===== src/rtl/apb_pkg.sv =====
// apb_pkg: shared definitions for the APB master bridge.
// Holds the bridge state encoding, the read-data value returned for writes,
// and the APB4 PPROT encodings.
package apb_pkg;

  typedef logic [1:0] apb_state_t;

  localparam apb_state_t ST_IDLE   = 2'd0;
  localparam apb_state_t ST_SETUP  = 2'd1;
  localparam apb_state_t ST_ACCESS = 2'd2;
  localparam apb_state_t ST_RESP   = 2'd3;

  // Every bit of rsp_rdata takes this value when a write completes
  localparam logic RDATA_ON_WRITE_BIT = 1'b0;

  // APB4 PPROT encodings: bit0 privileged, bit1 non-secure, bit2 instruction
  localparam logic [2:0] PPROT_NORMAL    = 3'b000;
  localparam logic [2:0] PPROT_PRIV      = 3'b001;
  localparam logic [2:0] PPROT_NONSECURE = 3'b010;
  localparam logic [2:0] PPROT_INSTR     = 3'b100;

  // A transfer is on the bus (psel high) in SETUP and ACCESS
  function automatic logic is_bus_phase(input apb_state_t s);
    return (s == ST_SETUP) || (s == ST_ACCESS);
  endfunction

endpackage


===== src/rtl/apb_timeout_cnt.sv =====
// apb_timeout_cnt: ACCESS-phase wait counter for the APB master bridge.
// Counts cycles while enabled; expired is high in the cycle whose increment
// makes the count reach limit, so the caller can abort at that clock edge.
module apb_timeout_cnt
  import apb_pkg::*;
#(
  parameter int CNT_W = 11
) (
  input  logic             clock,
  input  logic             reset,
  input  logic             clear,
  input  logic             enable,
  input  logic [CNT_W-1:0] limit,
  output logic             expired
);

  logic [CNT_W-1:0] count;

  // Wait-cycle counter: cleared at the start of each transfer, bumped per stalled cycle
  always_ff @(posedge clock or posedge reset) begin
    if (reset) begin
      count <= '0;
    end else if (clear) begin
      count <= '0;
    end else if (enable) begin
      count <= count + CNT_W'(1);
    end
  end

  assign expired = enable && ((count + CNT_W'(1)) == limit);

endmodule


===== src/rtl/apb_master_bridge.sv =====
// apb_master_bridge: converts a valid/ready request/response channel into
// APB4 master transfers, one outstanding transfer at a time.
// Optional feature macro: APB_BRIDGE_TIMEOUT_EN aborts an ACCESS phase that
// waits TIMEOUT_CYCLES cycles without pready and reports it as an error.
module apb_master_bridge
  import apb_pkg::*;
#(
  parameter int         ADDR_W         = 32,
  parameter int         DATA_W         = 32,
  parameter logic [2:0] PPROT_VAL      = PPROT_NORMAL,
  parameter int         TIMEOUT_CYCLES = 1024
) (
  input  logic                clock,
  input  logic                reset,
  input  logic                req_valid,
  output logic                req_ready,
  input  logic [ADDR_W-1:0]   req_addr,
  input  logic                req_wen,
  input  logic [DATA_W-1:0]   req_wdata,
  input  logic [DATA_W/8-1:0] req_wstrb,
  output logic                rsp_valid,
  input  logic                rsp_ready,
  output logic [DATA_W-1:0]   rsp_rdata,
  output logic                rsp_err,
  output logic [ADDR_W-1:0]   paddr,
  output logic                psel,
  output logic                penable,
  output logic [2:0]          pprot,
  output logic                pwrite,
  output logic [DATA_W-1:0]   pwdata,
  output logic [DATA_W/8-1:0] pstrb,
  input  logic                pready,
  input  logic [DATA_W-1:0]   prdata,
  input  logic                pslverr
);

  if (DATA_W % 8 != 0) begin : g_bad_data_w
    $error("apb_master_bridge: DATA_W must be a multiple of 8");
  end
  if (TIMEOUT_CYCLES < 1) begin : g_bad_timeout
    $error("apb_master_bridge: TIMEOUT_CYCLES must be >= 1");
  end

  apb_state_t state;
  apb_state_t state_next;
  logic       timeout_hit;

`ifdef APB_BRIDGE_TIMEOUT_EN
  localparam int CNT_W = $clog2(TIMEOUT_CYCLES + 1);
  localparam logic [CNT_W-1:0] TIMEOUT_LIMIT = CNT_W'(TIMEOUT_CYCLES);

  apb_timeout_cnt #(
    .CNT_W (CNT_W)
  ) u_timeout_cnt (
    .clock   (clock),
    .reset   (reset),
    .clear   (state == ST_SETUP),
    .enable  ((state == ST_ACCESS) && !pready),
    .limit   (TIMEOUT_LIMIT),
    .expired (timeout_hit)
  );
`else
  assign timeout_hit = 1'b0;
`endif

  // Next-state logic: SETUP always leads to ACCESS, RESP always returns to IDLE
  always_comb begin
    state_next = state;
    case (state)
      ST_IDLE:   if (req_valid)            state_next = ST_SETUP;
      ST_SETUP:                            state_next = ST_ACCESS;
      ST_ACCESS: if (pready || timeout_hit) state_next = ST_RESP;
      ST_RESP:   if (rsp_ready)            state_next = ST_IDLE;
      default:                             state_next = ST_IDLE;
    endcase
  end

  // State register; reset drops psel/penable/rsp_valid immediately via the decode below
  always_ff @(posedge clock or posedge reset) begin
    if (reset) begin
      state <= ST_IDLE;
    end else begin
      state <= state_next;
    end
  end

  // APB address/data/strobe registers, loaded when a request is accepted in IDLE
  always_ff @(posedge clock or posedge reset) begin
    if (reset) begin
      paddr  <= '0;
      pwrite <= 1'b0;
      pwdata <= '0;
      pstrb  <= '0;
    end else if ((state == ST_IDLE) && req_valid) begin
      paddr  <= req_addr;
      pwrite <= req_wen;
      pwdata <= req_wen ? req_wdata : '0;
      pstrb  <= req_wen ? req_wstrb : '0;
    end
  end

  // Response registers, captured on completion or abort and held through RESP
  always_ff @(posedge clock or posedge reset) begin
    if (reset) begin
      rsp_rdata <= '0;
      rsp_err   <= 1'b0;
    end else if (state == ST_ACCESS) begin
      if (pready) begin
        rsp_rdata <= pwrite ? {DATA_W{RDATA_ON_WRITE_BIT}} : prdata;
        rsp_err   <= pslverr;
      end else if (timeout_hit) begin
        rsp_rdata <= '0;
        rsp_err   <= 1'b1;
      end
    end
  end

  assign req_ready = (state == ST_IDLE);
  assign psel      = is_bus_phase(state);
  assign penable   = (state == ST_ACCESS);
  assign rsp_valid = (state == ST_RESP);
  assign pprot     = PPROT_VAL;

endmodule


===== config.mk =====
export PLATFORM = sky130hd
export DESIGN_NAME = apb_master_bridge
export DESIGN_NICKNAME = d
export VERILOG_FILES = /design/src/rtl/apb_pkg.sv /design/src/rtl/apb_timeout_cnt.sv /design/src/rtl/apb_master_bridge.sv
export SDC_FILE = /design/constraint.sdc
export NUM_CORES = 1
export LEC_CHECK = 0
export ABC_AREA = 1
export CAP_MARGIN = 20
export CORE_MARGIN = 1
export CORE_UTILIZATION = 43
export DETAILED_ROUTE_END_ITERATION = 8
export GPL_ROUTABILITY_DRIVEN = 0
export PLACE_DENSITY = 0.85
export SYNTH_ARGS = -nofsm -noshare
export SYNTH_HDL_FRONTEND = slang
export SYNTH_HIERARCHICAL = 1
export SYNTH_SLANG_ARGS = --single-unit

===== constraint.sdc =====
create_clock -name clock -period 9.67 [get_ports clock]
set_input_delay 1.4505 -clock clock [delete_from_list [all_inputs] [get_ports clock]]
set_output_delay 1.4505 -clock clock [all_outputs]
set_load 0.01 [all_outputs]

==> out/results.tsv, run 1 <==
stage	metric	value	unit
routing	met2 WL	5350	µm
die	area of the die	10400	µm²
power	Lkg Pwr	3.07	nW
worst_setup_path	capturing element type of the critical path	register	
yosys	number of synthesized flops with an enable pin	0	
cts	Num CTS Buffers	9	
die	Die Wd	102	µm
die	Initial Utilization	44.0	%
sta	hold slack	488	ps
grt	GRT Resource Usage Total	21.5	%
cts	clk root buf	clkbuf_8	
yosys	Async SR Flop Fraction	100	%
cts	htree depth	3	
final_layout	layout cells sized above 1	6.12	%
power	Worst VDD drop	0.132	mV
worst_setup_path	CP required	9870	ps
sta	Slew HR	35.1	%
yosys	ys flop type	dfrtp_1	
sta	Setup TNS	0	ps
yosys	synthesized cell area	4280	µm²
sta	# setup viols final	0	
worst_setup_path	Worst setup SP type	input pin	
final_layout	layout overhead on the synthesized area	54.1	%
yosys	sequential share of the synthesized area	60.8	%
cts	clk_lat worst skew	360	ps
routing	Routed Antenna Nets	0	
routing	Post-Route WL	11000	µm
grt	vias in the first global route	3747	
routing	DR pass1 iterations	4	
routing	Via Count	3775	
sta	Max Freq	305	MHz
sta	Worst Skew	15.2	ps
final_layout	Final #Nets	775	
yosys	top-count cell post-synth	nand2_1	
cts	clock-pin slew on the worst setup and hold paths	100	ps
die	height of the die	102	µm
placed_design	Inst Count DP	787	
sta	actual slew at the worst max-slew pin	972	ps
yosys	leading area contributor after synthesis	dfrtp_1	
hold_path	Worst Hold Class	register to register	
yosys	Post-Synthesis Cells	467	
cts	setup bufs post-CTS	0	
cts	Clock Tree Buf Depth	2	
final_layout	Antenna diodes	0	
yosys	Avg Synthesized Cell Area	9.17	µm²
run_status	status	finished, final reports clean	
final_layout	utilization after layout	67.8	%
die	Ports	216	
routing	WL per Instance	13.7	µm
sta	RSZ-0062 raised after global routing	no	
yosys	synth top area cells	dfrtp_1, nand2_1, o21ai_1	
worst_setup_path	WP data arrival	3470	ps
yosys	distinct cell type count after synthesis	17	
sta	final worst slack	6400	ps
routing	DRC Markers	0	
routing	WL met3	953	µm
die	FP Rows	36	
grt	first-pass GRT wire length	17200	µm
yosys	area share of the leading cell type in the synthesized netlist	60.8	%
cts	CTS Hold Bufs	0	
cts	post_cts resized	0	
cts	CTS tree	built	
routing	Iteration-0 DRC Markers	131	
yosys	synth warn	6	
run	maxcap violations	0	
placed_design	port buffer count	212	
sta	final hold viol count	0	
grt	initial antenna violation count	0	
routing	highest metal used	met4	
placed_design	dpl ws	6020	ps
placed_design	Post-DP HPWL	8080	µm
sta	Final min period	3270	ps
grt	total gr overflow	0	
yosys	FF+latch count, synth	104	
routing	vias per cell	4.70	
sta	final slew viol count	0	
grt	largest net degree at the start of global routing	69	
worst_setup_path	CP Max Fanout	68	
power	pwr/cell area	293	nW/µm²
die	core area	9730	µm²
final_layout	Post-Layout Cell Count	803	
routing	routed length on met1	4480	µm
cts	CTS Sinks	104	
yosys	Synth top cells by count	nand2_1, dfrtp_1, o21ai_1, o21ai_2, o21ai_0	
sta	part of the cycle the worst path needs	33.9	%
worst_setup_path	crit path kind	input pin to register	
power by group:
part	internal [mW]	leakage [nW]	total (mW)	switching, mW
clock	0.126	0.105	0.282	0.157
combinational	0.486	1.63	0.916	0.430
sequential	0.625	1.33	0.734	0.110
flip-flops by register name, summed over array words and instances, names as in the netlist:
| register | cells |
|---|---|
| paddr | 32 |
| pwdata | 32 |
| rsp_rdata | 32 |
| pstrb | 4 |
| state | 2 |
| pwrite | 1 |
| rsp_err | 1 |
cells by family (layout without fill, tap and decap cells):
group / Yosys count / after routing / synth area share [%]
simple gates: 249 / 249 / 22.1
flops: 104 / 104 / 60.8
compound gates: 69 / 69 / 9.55
buf+inv: 41 / 242 / 6.66
fa+ha+maj: 3 / 3 / 0.877
other cells: 1 / 3 / 0.0876
critical path: stages:
cell and delay, ps:
clkdlybuf4s50_1 470, nand2_4 340, buf_4 560, inv_2 410, nand2_1 120, o21ai_0 80
through the flow:
stage	instance area, µm²	total power, mW
2_1_floorplan	4290	1.17
3_3_place_gp	6360	1.62
3_5_place_dp	6380	1.67
4_1_cts	6600	1.95
5_1_grt	6600	2.07
6_report	6600	1.93
per-layer routing:
metal / vias up / track usage [%]
met1: 1752 / 25.9
li1: 1846 / -
met3: 17 / 6.14
met4: 0 / 8.36
met5: - / 0
met2: 160 / 36.4
layout make-up:
cell class	instances	area [µm²]
fill	768	3130
sequential	104	2600
timing repair buffer	216	2160
multi-input combinational	324	1410
tap	133	166
clock buffer	9	124
clock inverter	7	91.3
inverter	10	40.0
path summary, 6_finish.rpt:
path	cells after the start	slack, ps	end	start
min in group asynchronous	2	1480	rsp_rdata[1]	reset
max in group asynchronous	3	7020	pwdata[4]	reset
hold reg to reg	2	490	rsp_rdata[7]	rsp_rdata[7]
setup / recovery	6	6400	pwrite	req_valid
setup reg to reg	7	7210	pwrite	state[0]
hold / removal	2	490	rsp_rdata[7]	rsp_rdata[7]
placed cells by master (no fill, tap or decap), drive strengths merged:
cell type	n
nand2	245
clkdlybuf4s50	212
dfrtp	104
o21ai	69
inv	12
clkbuf	9
buf	4
ha	3
conb	3
clkinv	3
nand3	2
nand4	2
bufinv	1
clkinvlp	1
Note: power is estimated with default switching activity, not from simulation.
==> run 2, diff against run 1 <==
--- a/config.mk
+++ b/config.mk
@@ -8,10 +8,10 @@
 export ABC_AREA = 1
 export CAP_MARGIN = 20
 export CORE_MARGIN = 1
-export CORE_UTILIZATION = 43
+export CORE_UTILIZATION = 40
 export DETAILED_ROUTE_END_ITERATION = 8
 export GPL_ROUTABILITY_DRIVEN = 0
-export PLACE_DENSITY = 0.85
+export PLACE_DENSITY = 0.8
 export SYNTH_ARGS = -nofsm -noshare
 export SYNTH_HDL_FRONTEND = slang
 export SYNTH_HIERARCHICAL = 1
==> constraint.sdc (replaced) <==
create_clock -name clock -period 3.4 [get_ports clock]
set_input_delay 0.51 -clock clock [delete_from_list [all_inputs] [get_ports clock]]
set_output_delay 0.51 -clock clock [all_outputs]
set_load 0.01 [all_outputs]
==> run 2 against run 1 <==
Sequential power increased to 2.8 times the previous value. Die area increased by 7.4%. Design area increased by 0.61%. Sequential cell count unchanged. Critical path depth decreased by 3. Sequential share of layout area decreased by 0.24 points. Combinational power increased to 2.8 times the previous value. Clock power increased to 3.0 times the previous value. Count of clock-buffer cells in the layout increased by 1. Hold slack got worse by 3.1 ps. Non-clock buffer count increased by 2. Wire length decreased by 0.22%. Critical path type is now register to primary output. Critical endpoint is now req_ready. Largest power group unchanged.
==> out/results.tsv, run 2 (same netlist as run 1, synthesis figures left out) <==
stage	metric	value	unit	change
placed_design	Post-DP HPWL	7880	µm	-2.5%
routing	Routed Antenna Nets	0		unchanged
cts	setup bufs post-CTS	0		unchanged
sta	final hold viol count	0		unchanged
sta	# setup viols final	0		unchanged
grt	largest net degree at the start of global routing	94		+36%
final_layout	Antenna diodes	0		unchanged
die	Initial Utilization	41.3	%	-2.7 points
worst_setup_path	CP Max Fanout	4		-94%
die	height of the die	105	µm	+3.6%
worst_setup_path	FF-to-FF setup slack	1400	ps	-5810 ps
grt	GRT Resource Usage Total	20.3	%	-1.1 points
sta	Setup TNS	0	ps	unchanged
placed_design	Inst Count DP	791		+0.51%
grt	vias in the first global route	3648		-2.6%
final_layout	layout overhead on the synthesized area	55.0	%	
die	FP Rows	37		+2.8%
sta	Slew HR	33.2	%	-1.9 points
worst_setup_path	WP data arrival	1690	ps	-1780 ps
routing	Via Count	3772		-0.079%
cts	clock-pin slew on the worst setup and hold paths	100	ps	about the same
cts	CTS Sinks	104		unchanged
cts	CTS Hold Bufs	0		unchanged
power	Clock power frac	15.3	%	+0.7 points
power	pwr/cell area	835	nW/µm²	+190%
grt	total gr overflow	0		unchanged
sta	actual slew at the worst max-slew pin	1000	ps	+29.2 ps
final_layout	Fillers	840		+9.4%
sta	part of the cycle the worst path needs	64.7	%	
cts	Clock Tree Buf Depth	2		unchanged
power	Worst VDD drop	0.403	mV	+210%
sta	Worst Skew	11.3	ps	-3.91 ps
worst_setup_path	Worst setup SP type	register		
grt	first-pass GRT wire length	17800	µm	+3.9%
cts	post_cts resized	0		unchanged
power	Tot Pwr	5.55	mW	+190%
routing	Iteration-0 DRC Markers	205		+56%
final_layout	commonest non-fill, non-tap cell in the layout	nand2_1		
routing	DRC Markers	0		unchanged
sta	RSZ-0062 raised after global routing	no		
die	area of the die	11100	µm²	+7.4%
sta	final slew viol count	0		unchanged
run_status	status	finished, final reports clean		
routing	WL per Instance	13.6	µm	-0.84%
power	sw frac	35.2	%	-0.87 points
placed_design	port buffer count	212		unchanged
worst_setup_path	capturing element type of the critical path	primary output		
sta	Final min period	2200	ps	
power	combinational share of power	47.0	%	-0.4 points
cts	CTS tree	built		
grt	initial antenna violation count	0		unchanged
routing	Post-Route WL	11000	µm	-0.22%
run	maxcap violations	0		unchanged
power	Psw	1.95	mW	+180%
worst_setup_path	CP required	2890	ps	-6980 ps
final_layout	top flop regs	paddr (32), pwdata (32), rsp_rdata (32)		
die	Die Wd	105	µm	+3.6%
final_layout	layout cells sized above 1	6.40	%	+0.28 points
sta	Max Freq	455	MHz	
power	Pint	3.59	mW	+190%
die	core area	10400	µm²	+6.6%
cts	Num CTS Buffers	9		unchanged
power	Lkg Pwr	3.09	nW	+0.77%
cts	htree depth	3		unchanged
final_layout	most frequent cells in the layout	nand2_1, clkdlybuf4s50_1, dfrtp_1		
cts	clk_lat worst skew	360	ps	about the same
cts	clk root buf	clkbuf_8		
worst_setup_path	crit path kind	register to primary output		
routing	vias per cell	4.67		-0.70%
final_layout	Final #Nets	777		+0.26%
routing	DR pass1 iterations	4		unchanged
power	register share of total power	37.7	%	-0.3 points
final_layout	Post-Layout Cell Count	808		+0.62%
hold_path	Worst Hold Class	input pin to async pin		
die	Ports	216		unchanged
run 2: cell count changes in the layout (fill, tap and decap cells not counted), sizes merged:
cell	before	now
clkinvlp	1	0
clkbuf	9	10
inv	12	11
buf	4	6
bufinv	1	2
run 2: cell type report:
cell class / instances / area (µm²) / share of cell area (%)
sequential: 104 / 2600 / 39.2
timing repair buffer: 218 / 2190 / 32.9
clock inverter: 6 / 91.3 / 1.38
inverter: 10 / 40.0 / 0.603
clock buffer: 10 / 138 / 2.07
tap: 136 / 170 / 2.56
multi-input combinational: 324 / 1410 / 21.2
run 2: worst paths after layout:
check | start | to | cells after the start
setup / recovery | state[1] | req_ready | 3
hold / removal | reset | rsp_rdata[0] | 2
setup reg to reg | state[0] | rsp_rdata[1] | 6
hold reg to reg | rsp_rdata[6] | rsp_rdata[6] | 2
max in group asynchronous | reset | state[0] | 4
min in group clock | rsp_rdata[6] | rsp_rdata[6] | 2
run 2: stage by stage:
| stage | util, % | setup WS (ps) | hold slack, ps | cell area [µm²] |
|---|---|---|---|---|
| final | 64.0 | 1200 | 485 | 6640 |
| after global routing | 64.0 | 1110 | 477 | 6640 |
| after CTS | 63.8 | 1170 | 488 | 6610 |
| after detailed placement | 61.5 | 1130 | 467 | 6380 |
| after global placement | 61.5 | 1190 | 463 | 6380 |
| after floorplan | - | 158 | 477 | 4290 |
run 2: power by group through the flow:
stage	logic (mW)	registers (mW)	clock network [mW]
6_report	2.60	2.09	0.848
5_1_grt	2.84	2.16	0.931
4_1_cts	2.63	2.09	0.873
3_5_place_dp	2.62	2.11	0
3_3_place_gp	2.54	2.10	0
2_1_floorplan	1.00	2.32	0
run 2: metal layers:
layer / vias to the layer above / GRT usage, % / part of all wire (%)
li1: 1853 / - / -
met1: 1767 / 25.9 / 43
met2: 139 / 34.3 / 49
met3: 13 / 4.33 / 6.1
met4: 0 / 7.14 / 1.6
met5: - / 0 / 0
run 2: critical path, stage by stage (launching register included):
cell and delay, ps:
dfrtp_1 430, inv_1 80, ha_1 250, clkdlybuf4s50_1 580
